--- config.mk ---
export PLATFORM = sky130hd
export DESIGN_NAME = sseg_scan_ctrl
export DESIGN_NICKNAME = d
export VERILOG_FILES = /design/src/rtl/sseg_scan_ctrl.sv
export SDC_FILE = /design/constraint.sdc
export NUM_CORES = 1
export LEC_CHECK = 0
export CORE_ASPECT_RATIO = 0.5
export CORE_MARGIN = 2
export CORE_UTILIZATION = 34
export CTS_BUF_LIST = sky130_fd_sc_hd__clkbuf_8
export DETAILED_ROUTE_END_ITERATION = 8
export REMOVE_ABC_BUFFERS = 1
export SLEW_MARGIN = 20
export SYNTH_ARGS = -nofsm -noshare
export SYNTH_HDL_FRONTEND = slang
export SYNTH_SLANG_ARGS = --single-unit
--- constraint.sdc ---
create_clock -name clk -period 12.9 [get_ports clk]
set_clock_uncertainty 0.1 [all_clocks]
set_input_delay 3.87 -clock clk [delete_from_list [all_inputs] [get_ports clk]]
set_output_delay 3.87 -clock clk [all_outputs]
set_load 0.02 [all_outputs]
--- src/rtl/sseg_scan_ctrl.sv ---
// rtl/sseg_scan_ctrl.sv - eight-digit multiplexed seven-segment scanner with a
// 16-entry scrolling message buffer.
module sseg_scan_ctrl #(
  parameter int REFRESH_DIV = 100000,
  parameter int SCROLL_DIV  = 50000000
) (
  input  logic       clk,
  input  logic       rst,
  input  logic       en,
  input  logic       scroll_en,
  input  logic       msg_wr,
  input  logic [3:0] msg_addr,
  input  logic [2:0] msg_data,
  output logic [2:0] code,
  output logic [7:0] an,
  output logic [2:0] digit_sel,
  output logic       frame_tick
);

  localparam int REF_W = (REFRESH_DIV > 2) ? $clog2(REFRESH_DIV) : 1;
  localparam int SCR_W = (SCROLL_DIV > 2) ? $clog2(SCROLL_DIV) : 1;
  localparam logic [REF_W-1:0] REF_LAST = REF_W'(REFRESH_DIV - 1);
  localparam logic [SCR_W-1:0] SCR_LAST = SCR_W'(SCROLL_DIV - 1);
  localparam logic [2:0] CODE_BLANK = 3'd6;
  // Entry 0 sits in the low bits: "n180116 " followed by eight blanks.
  localparam logic [47:0] MSG_INIT = {
    3'd6, 3'd6, 3'd6, 3'd6, 3'd6, 3'd6, 3'd6, 3'd6,
    3'd6, 3'd5, 3'd2, 3'd2, 3'd4, 3'd3, 3'd2, 3'd1
  };

  logic [REF_W-1:0] ref_cnt_q, ref_cnt_d;
  logic [SCR_W-1:0] scroll_cnt_q, scroll_cnt_d;
  logic             scroll_pend_q, scroll_pend_d;
  logic [3:0]       offset_q, offset_d;
  logic [2:0]       digit_sel_q, digit_sel_d;
  logic [7:0]       an_q, an_d;
  logic [2:0]       code_q, code_d;
  logic             frame_tick_q, frame_tick_d;
  logic             en_q, en_d;
  logic [2:0]       msg_buf_q [16];
  logic [2:0]       msg_buf_d [16];

  logic       refresh_tick;
  logic       frame_wrap;
  logic       scroll_term;
  logic [3:0] rd_idx;

  always_comb begin
    ref_cnt_d     = ref_cnt_q;
    scroll_cnt_d  = scroll_cnt_q;
    scroll_pend_d = scroll_pend_q;
    offset_d      = offset_q;
    digit_sel_d   = digit_sel_q;
    an_d          = an_q;
    code_d        = code_q;
    frame_tick_d  = 1'b0;
    en_d          = en;
    msg_buf_d     = msg_buf_q;

    refresh_tick = en && (ref_cnt_q == REF_LAST);
    frame_wrap   = refresh_tick && (digit_sel_q == 3'd7);
    scroll_term  = en && scroll_en && (scroll_cnt_q == SCR_LAST);

    if (en) begin
      ref_cnt_d = refresh_tick ? '0 : ref_cnt_q + 1'b1;
    end
    if (refresh_tick) begin
      digit_sel_d = digit_sel_q + 3'd1;
    end
    frame_tick_d = frame_wrap;

    // Offset only moves at a frame boundary so a frame never mixes offsets.
    if (frame_wrap && scroll_pend_q) begin
      offset_d      = offset_q + 4'd1;
      scroll_pend_d = 1'b0;
    end
    if (!scroll_en) begin
      scroll_cnt_d  = '0;
      scroll_pend_d = 1'b0;
    end else if (en) begin
      scroll_cnt_d = scroll_term ? '0 : scroll_cnt_q + 1'b1;
      if (scroll_term) begin
        scroll_pend_d = 1'b1;
      end
    end

    rd_idx = offset_d + 4'd7 - {1'b0, digit_sel_d};
    if (!en) begin
      an_d   = 8'hFF;
      code_d = CODE_BLANK;
    end else if (refresh_tick || !en_q) begin
      an_d   = ~(8'd1 << digit_sel_d);
      code_d = msg_buf_q[rd_idx];
    end

    if (msg_wr) begin
      msg_buf_d[msg_addr] = msg_data;
    end
  end

  always_ff @(posedge clk or posedge rst) begin
    if (rst) begin
      ref_cnt_q     <= '0;
      scroll_cnt_q  <= '0;
      scroll_pend_q <= 1'b0;
      offset_q      <= '0;
      digit_sel_q   <= '0;
      an_q          <= 8'hFF;
      code_q        <= CODE_BLANK;
      frame_tick_q  <= 1'b0;
      en_q          <= 1'b1;
      for (int i = 0; i < 16; i++) begin
        msg_buf_q[i] <= MSG_INIT[i*3 +: 3];
      end
    end else begin
      ref_cnt_q     <= ref_cnt_d;
      scroll_cnt_q  <= scroll_cnt_d;
      scroll_pend_q <= scroll_pend_d;
      offset_q      <= offset_d;
      digit_sel_q   <= digit_sel_d;
      an_q          <= an_d;
      code_q        <= code_d;
      frame_tick_q  <= frame_tick_d;
      en_q          <= en_d;
      for (int i = 0; i < 16; i++) begin
        msg_buf_q[i] <= msg_buf_d[i];
      end
    end
  end

  assign code       = code_q;
  assign an         = an_q;
  assign digit_sel  = digit_sel_q;
  assign frame_tick = frame_tick_q;

endmodule

==> impl_metrics.env, run 1 <==
export IMPL_hold_buffers=0
export IMPL_vias=3805
export IMPL_placed_cell_area_mm2=0.00624
export IMPL_fin_crit_sh=0.689
export IMPL_end_kind="register"
export IMPL_worstSetupPathType="in2reg"
export IMPL_cp_arrival_ns=9.09
export IMPL_cts_buffers_inserted=9
export IMPL_cp_startpoint="en"
export IMPL_synth_flop_cell="dfrtp_1"
export IMPL_design_area_mm2=0.00644
export IMPL_ys_types=60
export IMPL_async_flop_share=1.00
export IMPL_cp_num_buf_inv=3
export IMPL_cts_sinks=112
export IMPL_cts_reportedPaths_clkPinSlew_ns=0.11
export IMPL_critPathLaunchType="input port"
export IMPL_fin_nets=537
export IMPL_post_drt_wl_per_cell_um=15.6
export IMPL_drive_above_1_share=0.271
export IMPL_clk_latency_ns=0.40
export IMPL_finalHoldViolations=0
export IMPL_slew_headroom=0.427
export IMPL_synth_top_area_frac=0.322
export IMPL_required_ns=13.11
export IMPL_root_buffer="clkbuf_8"
export IMPL_fin_tns_setup_ns=0
export IMPL_hold_class="reg2reg"
export IMPL_n_antenna_cell=0
export IMPL_mostFrequentLayoutCells="dfrtp_1, mux2_2, dfstp_2"
export IMPL_cap_violations=0
export IMPL_fin_crit_ns=8.88
export IMPL_cts_buffer_depth=2
export IMPL_synth_largest_area_cell="dfrtp_1"
export IMPL_grt_pass1_wl_um=19700
export IMPL_path_cells="clkdlybuf4s50_1, buf_4, nand4_1, nor2_1, nand2_1, nor2_1, mux2_2, ha_1, ha_1, inv_1, fa_1, mux4_2, nor2b_1, a2111oi_0, a211oi_1"
export IMPL_fp_row_count=33
export IMPL_drc=0
export IMPL_finalSetupViolCount=0
export IMPL_worst_slew_pin_slew_ns=0.852
export IMPL_regToRegStartpoint="ref_cnt_q[13]"
export IMPL_synth_seq_cells=112
export IMPL_cpMaxStageDelayCell="fa_1"
export IMPL_final_max_slew_viol_count=0
export IMPL_critPathMaxStageDelay_ns=0.95
export IMPL_grt_setup_unrepaired="no"
export IMPL_ant_nets=0
export IMPL_ir_worst_vdd_uv=56.7
export IMPL_synth_area_mm2=0.00575
export IMPL_synth_area_leaders="dfrtp_1, dfstp_2, mux2_2"
export IMPL_routed_via_density=5.09
export IMPL_ctsResizeCount=0
export IMPL_syn_inst=491
export IMPL_tritoncts="built"
export IMPL_grt_max_degree=68
export IMPL_detailed_place_hpwl_um=8120
export IMPL_io_pins=27
export IMPL_hold_start="offset_q[3]"
export IMPL_run_status="finished, final reports clean"
export IMPL_cpLargestDelayFamily="simple AND/OR/NAND/NOR gates"
export IMPL_dr_pass1_iters=4
export IMPL_synth_yosys_warnings=0
export IMPL_fmax_mhz=113
export IMPL_fp_dieArea_mm2=0.0180
export IMPL_start_util=0.349
export IMPL_syn_area_per_cell_um2=11.7
export IMPL_post_cts_buffers=0
export IMPL_die_x_um=188
export IMPL_die_h_um=95.9
export IMPL_holdWs_ns=0.393
export IMPL_gp_congestion=0.756
export IMPL_initialDrtViolationCount=182
export IMPL_area_growth_pct=12.1
export IMPL_overflow=0
export IMPL_synth_edf_count=0
export IMPL_grt_usage=0.139
export IMPL_grt_antenna_before_repair=0
export IMPL_cellLeakagePower_nw=2.66
export IMPL_wl_um=11600
export IMPL_utilization=0.391
export IMPL_grt_pass1_vias=3773
export IMPL_yosysSeqAreaShare=0.496
export IMPL_layout_commonest_cell="dfrtp_1"
export IMPL_portBuffers=26
export IMPL_path_max_fanout=21
export IMPL_coreArea_mm2=0.0165
export IMPL_p_per_area_mw_per_mm2=118
export IMPL_cts_htree_levels=3
==> registers in the layout (all words and copies together) (netlist names) <==
signal	flops
msg_buf_q	48
scroll_cnt_q	26
ref_cnt_q	17
an	8
offset_q	4
code	3
digit_sel	3
en_q	1
frame_tick	1
scroll_pend_q	1
==> logic make-up after synthesis <==
| family | Yosys count | share of synthesized area |
|---|---|---|
| fa+ha+maj | 10 | 0.0231 |
| simple gates | 169 | 0.161 |
| mux | 78 | 0.176 |
| xor+xnor | 24 | 0.0366 |
| flops | 112 | 0.496 |
| compound gates | 67 | 0.0825 |
| buf+inv | 31 | 0.0250 |
==> final timing paths <==
| path | to | slack (ns) | cells after the start |
|---|---|---|---|
| min in group asynchronous | scroll_cnt_q[21] | 3.91 | 2 |
| hold reg to reg | offset_q[3] | 0.39 | 1 |
| setup reg to reg | code[1] | 7.43 | 13 |
| setup / recovery | code[1] | 4.02 | 15 |
| hold / removal | offset_q[3] | 0.39 | 1 |
| max in group asynchronous | an[7] | 7.72 | 3 |
==> where the power goes <==
part | total, mW | leakage [nW] | internal [mW] | switching (mW)
logic | 0.101 | 1.17 | 0.0591 | 0.0421
clock network | 0.217 | 0.105 | 0.0821 | 0.135
registers | 0.443 | 1.38 | 0.412 | 0.0310
total | 0.761 | 2.66 | 0.553 | 0.208
==> through the flow <==
stage,power (mW),cells,setup slack [ns]
after detailed placement,0.552,731,3.60
after CTS,0.773,747,4.02
after global routing,0.801,747,3.56
after floorplan,0.515,473,4.89
final,0.761,747,4.02
after global placement,0.550,731,3.71
==> routing by layer <==
metal,global-route usage,part of all wire
met1,0.184,0.49
met2,0.232,0.47
met3,0.0306,0.023
met4,0.0413,0.011
met5,0,0
==> synthesized netlist by cell type, types with 10 or more instances <==
| cell type | number |
|---|---|
| xor2_1 | 10 |
| dfstp_2 | 38 |
| nor2_1 | 33 |
| a21o_1 | 13 |
| nand4_1 | 10 |
| mux4_2 | 12 |
| nand3_1 | 21 |
| inv_1 | 12 |
| nor3_1 | 14 |
| mux2i_1 | 11 |
| o21ai_0 | 12 |
| dfrtp_1 | 74 |
| mux2_2 | 53 |
| nand2b_1 | 10 |
| xnor2_1 | 14 |
| nand2_1 | 31 |
| clkbuf_1 | 11 |
==> area by class of cell <==
type | count | area (um^2)
fill | 1592 | 10000
sequential | 112 | 2850
multi-input combinational | 348 | 2750
timing repair buffer | 31 | 298
tap | 227 | 284
clock buffer | 10 | 138
clock inverter | 6 | 70.1
inverter | 13 | 51.3
(Power assumes the default switching activity.)
==> inputs of run 2 (changes only) <==
clock period = 9 ns   (was 12.9 ns; I/O delays follow)
==> run 2 against run 1 <==
  * Non-clock buffer count unchanged
  * Cell area decreased by 0.37%
  * Via count increased by 0.76%
  * Clock power increased by 33%
  * Global-route usage increased by 0.65 points
  * Setup slack got worse by 2.7 ns
  * Sequential share of layout area increased by 0.16 points
  * Register-to-register slack got worse by 3.9 ns
  * Flip-flop and latch count unchanged
  * Utilization decreased by 0.14 points
  * Critical endpoint is now code[0]
  * Largest cell class unchanged
  * Highest routed layer unchanged
==> impl_metrics.env, run 2 (synthesized netlist as in run 1, its figures left out) <==
export IMPL_run_status="finished, final reports clean"
export IMPL_die_x_um=188
export IMPL_slew_headroom=0.424
export IMPL_cts_sinks=112
export IMPL_drc=0
export IMPL_p_per_area_mw_per_mm2=167
export IMPL_grt_pass1_vias=3839
export IMPL_hold_start="offset_q[3]"
export IMPL_dp_slack_ns=0.856
export IMPL_final_cells=747
export IMPL_critPathMaxStageDelay_ns=0.97
export IMPL_clk_latency_ns=0.39
export IMPL_n_fill_cell=1570
export IMPL_fp_row_count=33
export IMPL_vias=3834
export IMPL_wl_um=12000
export IMPL_grt_pass1_wl_um=20600
export IMPL_fin_crit_ns=7.73
export IMPL_fp_dieArea_mm2=0.0180
export IMPL_critPathLaunchType="input port"
export IMPL_worst_slew_pin_slew_ns=0.857
export IMPL_post_cts_buffers=0
export IMPL_end_kind="register"
export IMPL_io_pins=27
export IMPL_ctsResizeCount=0
export IMPL_tritoncts="built"
export IMPL_drive_above_1_share=0.269
export IMPL_cap_violations=0
export IMPL_detailed_place_hpwl_um=8310
export IMPL_root_buffer="clkbuf_8"
export IMPL_ir_worst_vdd_uv=77.0
export IMPL_cts_htree_levels=3
export IMPL_fin_tns_setup_ns=0
export IMPL_finalHoldViolations=0
export IMPL_cts_buffer_depth=2
export IMPL_portBuffers=26
export IMPL_overflow=0
export IMPL_fin_nets=537
export IMPL_hold_buffers=0
export IMPL_hold_class="reg2reg"
export IMPL_coreArea_mm2=0.0165
export IMPL_cpLargestDelayFamily="simple AND/OR/NAND/NOR gates"
export IMPL_multiInputGateArea_mm2=0.00275
export IMPL_gp_congestion=0.810
export IMPL_fmax_mhz=129
export IMPL_n_antenna_cell=0
export IMPL_cellLeakagePower_nw=2.66
export IMPL_seq_area_mm2=0.00285
export IMPL_grt_max_degree=65
export IMPL_utilization=0.390
export IMPL_grt_setup_unrepaired="no"
export IMPL_grt_antenna_before_repair=0
export IMPL_cpMaxStageDelayCell="fa_1"
export IMPL_cp_num_buf_inv=3
export IMPL_ant_nets=0
export IMPL_fin_crit_sh=0.859
export IMPL_dpl_cell_count=731
export IMPL_worstSetupPathType="in2reg"
export IMPL_grt_usage=0.146
export IMPL_path_max_fanout=21
export IMPL_regMostFlops="msg_buf_q"
export IMPL_path_cells="clkdlybuf4s50_1, buf_4, nand4_1, nor2_1, nand2_1, nor2_1, mux2_2, ha_1, ha_1, inv_1, fa_1, mux4_2, mux2_2, nand2_1, nor4_1, a211o_1"
export IMPL_initialDrtViolationCount=286
export IMPL_r2r_end="code[0]"
export IMPL_start_util=0.349
export IMPL_cts_reportedPaths_clkPinSlew_ns=0.11
export IMPL_mostFrequentLayoutCells="dfrtp_1, mux2_2, dfstp_2"
export IMPL_largest_register_ffs=48
export IMPL_routed_via_density=5.13
export IMPL_finalSetupViolCount=0
export IMPL_hold_end="offset_q[3]"
export IMPL_reg2reg_depth=14
export IMPL_dr_pass1_iters=5
export IMPL_layout_setup_ws_ns=1.27
export IMPL_area_growth_pct=11.7
export IMPL_largestRegisters="msg_buf_q: 48 flops, scroll_cnt_q: 26 flops, ref_cnt_q: 17 flops"
export IMPL_reg2reg_setup_slack_ns=3.52
export IMPL_die_h_um=95.9
export IMPL_holdWs_ns=0.398
export IMPL_hold_depth=1
export IMPL_regToRegStartpoint="ref_cnt_q[6]"
export IMPL_required_ns=9.19
export IMPL_final_max_slew_viol_count=0
export IMPL_cts_buffers_inserted=9
export IMPL_post_drt_wl_per_cell_um=16.0
export IMPL_cp_arrival_ns=7.92
export IMPL_layout_commonest_cell="dfrtp_1"
run 2: power by group:
group	switching, mW	total (mW)	internal [mW]	leakage (nW)
registers	0.0457	0.636	0.590	1.38
clock network	0.173	0.289	0.116	0.101
logic	0.0613	0.146	0.0847	1.17
run 2: worst max-delay path by stage:
stage	to	start	slack, ns	cells past startpoint
2_1_floorplan	code[0]	en	2.16	14
3_3_place_gp	code[0]	en	1.02	16
3_5_place_dp	code[0]	en	0.86	16
4_1_cts	code[1]	en	1.24	15
5_1_grt	code[1]	en	0.77	15
6_report	code[0]	en	1.27	16
run 2: area by class of cell:
cell class / count / share of cell area
flip-flops and latches: 112 / 0.444
multi-input cells: 348 / 0.429
repair buffers: 31 / 0.0464
well taps: 227 / 0.0442
clock buffers: 11 / 0.0236
inverters: 13 / 0.00799
clock inverters: 5 / 0.00507
run 2: metal layers:
metal | wire, um | vias up | global-route usage | share of wire
li1 | - | 1855 | - | -
met1 | 5880 | 1911 | 0.192 | 0.49
met2 | 5580 | 57 | 0.241 | 0.47
met3 | 412 | 11 | 0.0372 | 0.034
met4 | 97 | 0 | 0.0420 | 0.0081
met5 | 0 | - | 0 | 0
run 2: per-stage QoR:
stage | cell area (um^2) | total power, mW
after global routing | 6420 | 1.13
final | 6420 | 1.07
after CTS | 6420 | 1.08
after global placement | 6240 | 0.790
after detailed placement | 6240 | 0.793
after floorplan | 5650 | 0.738
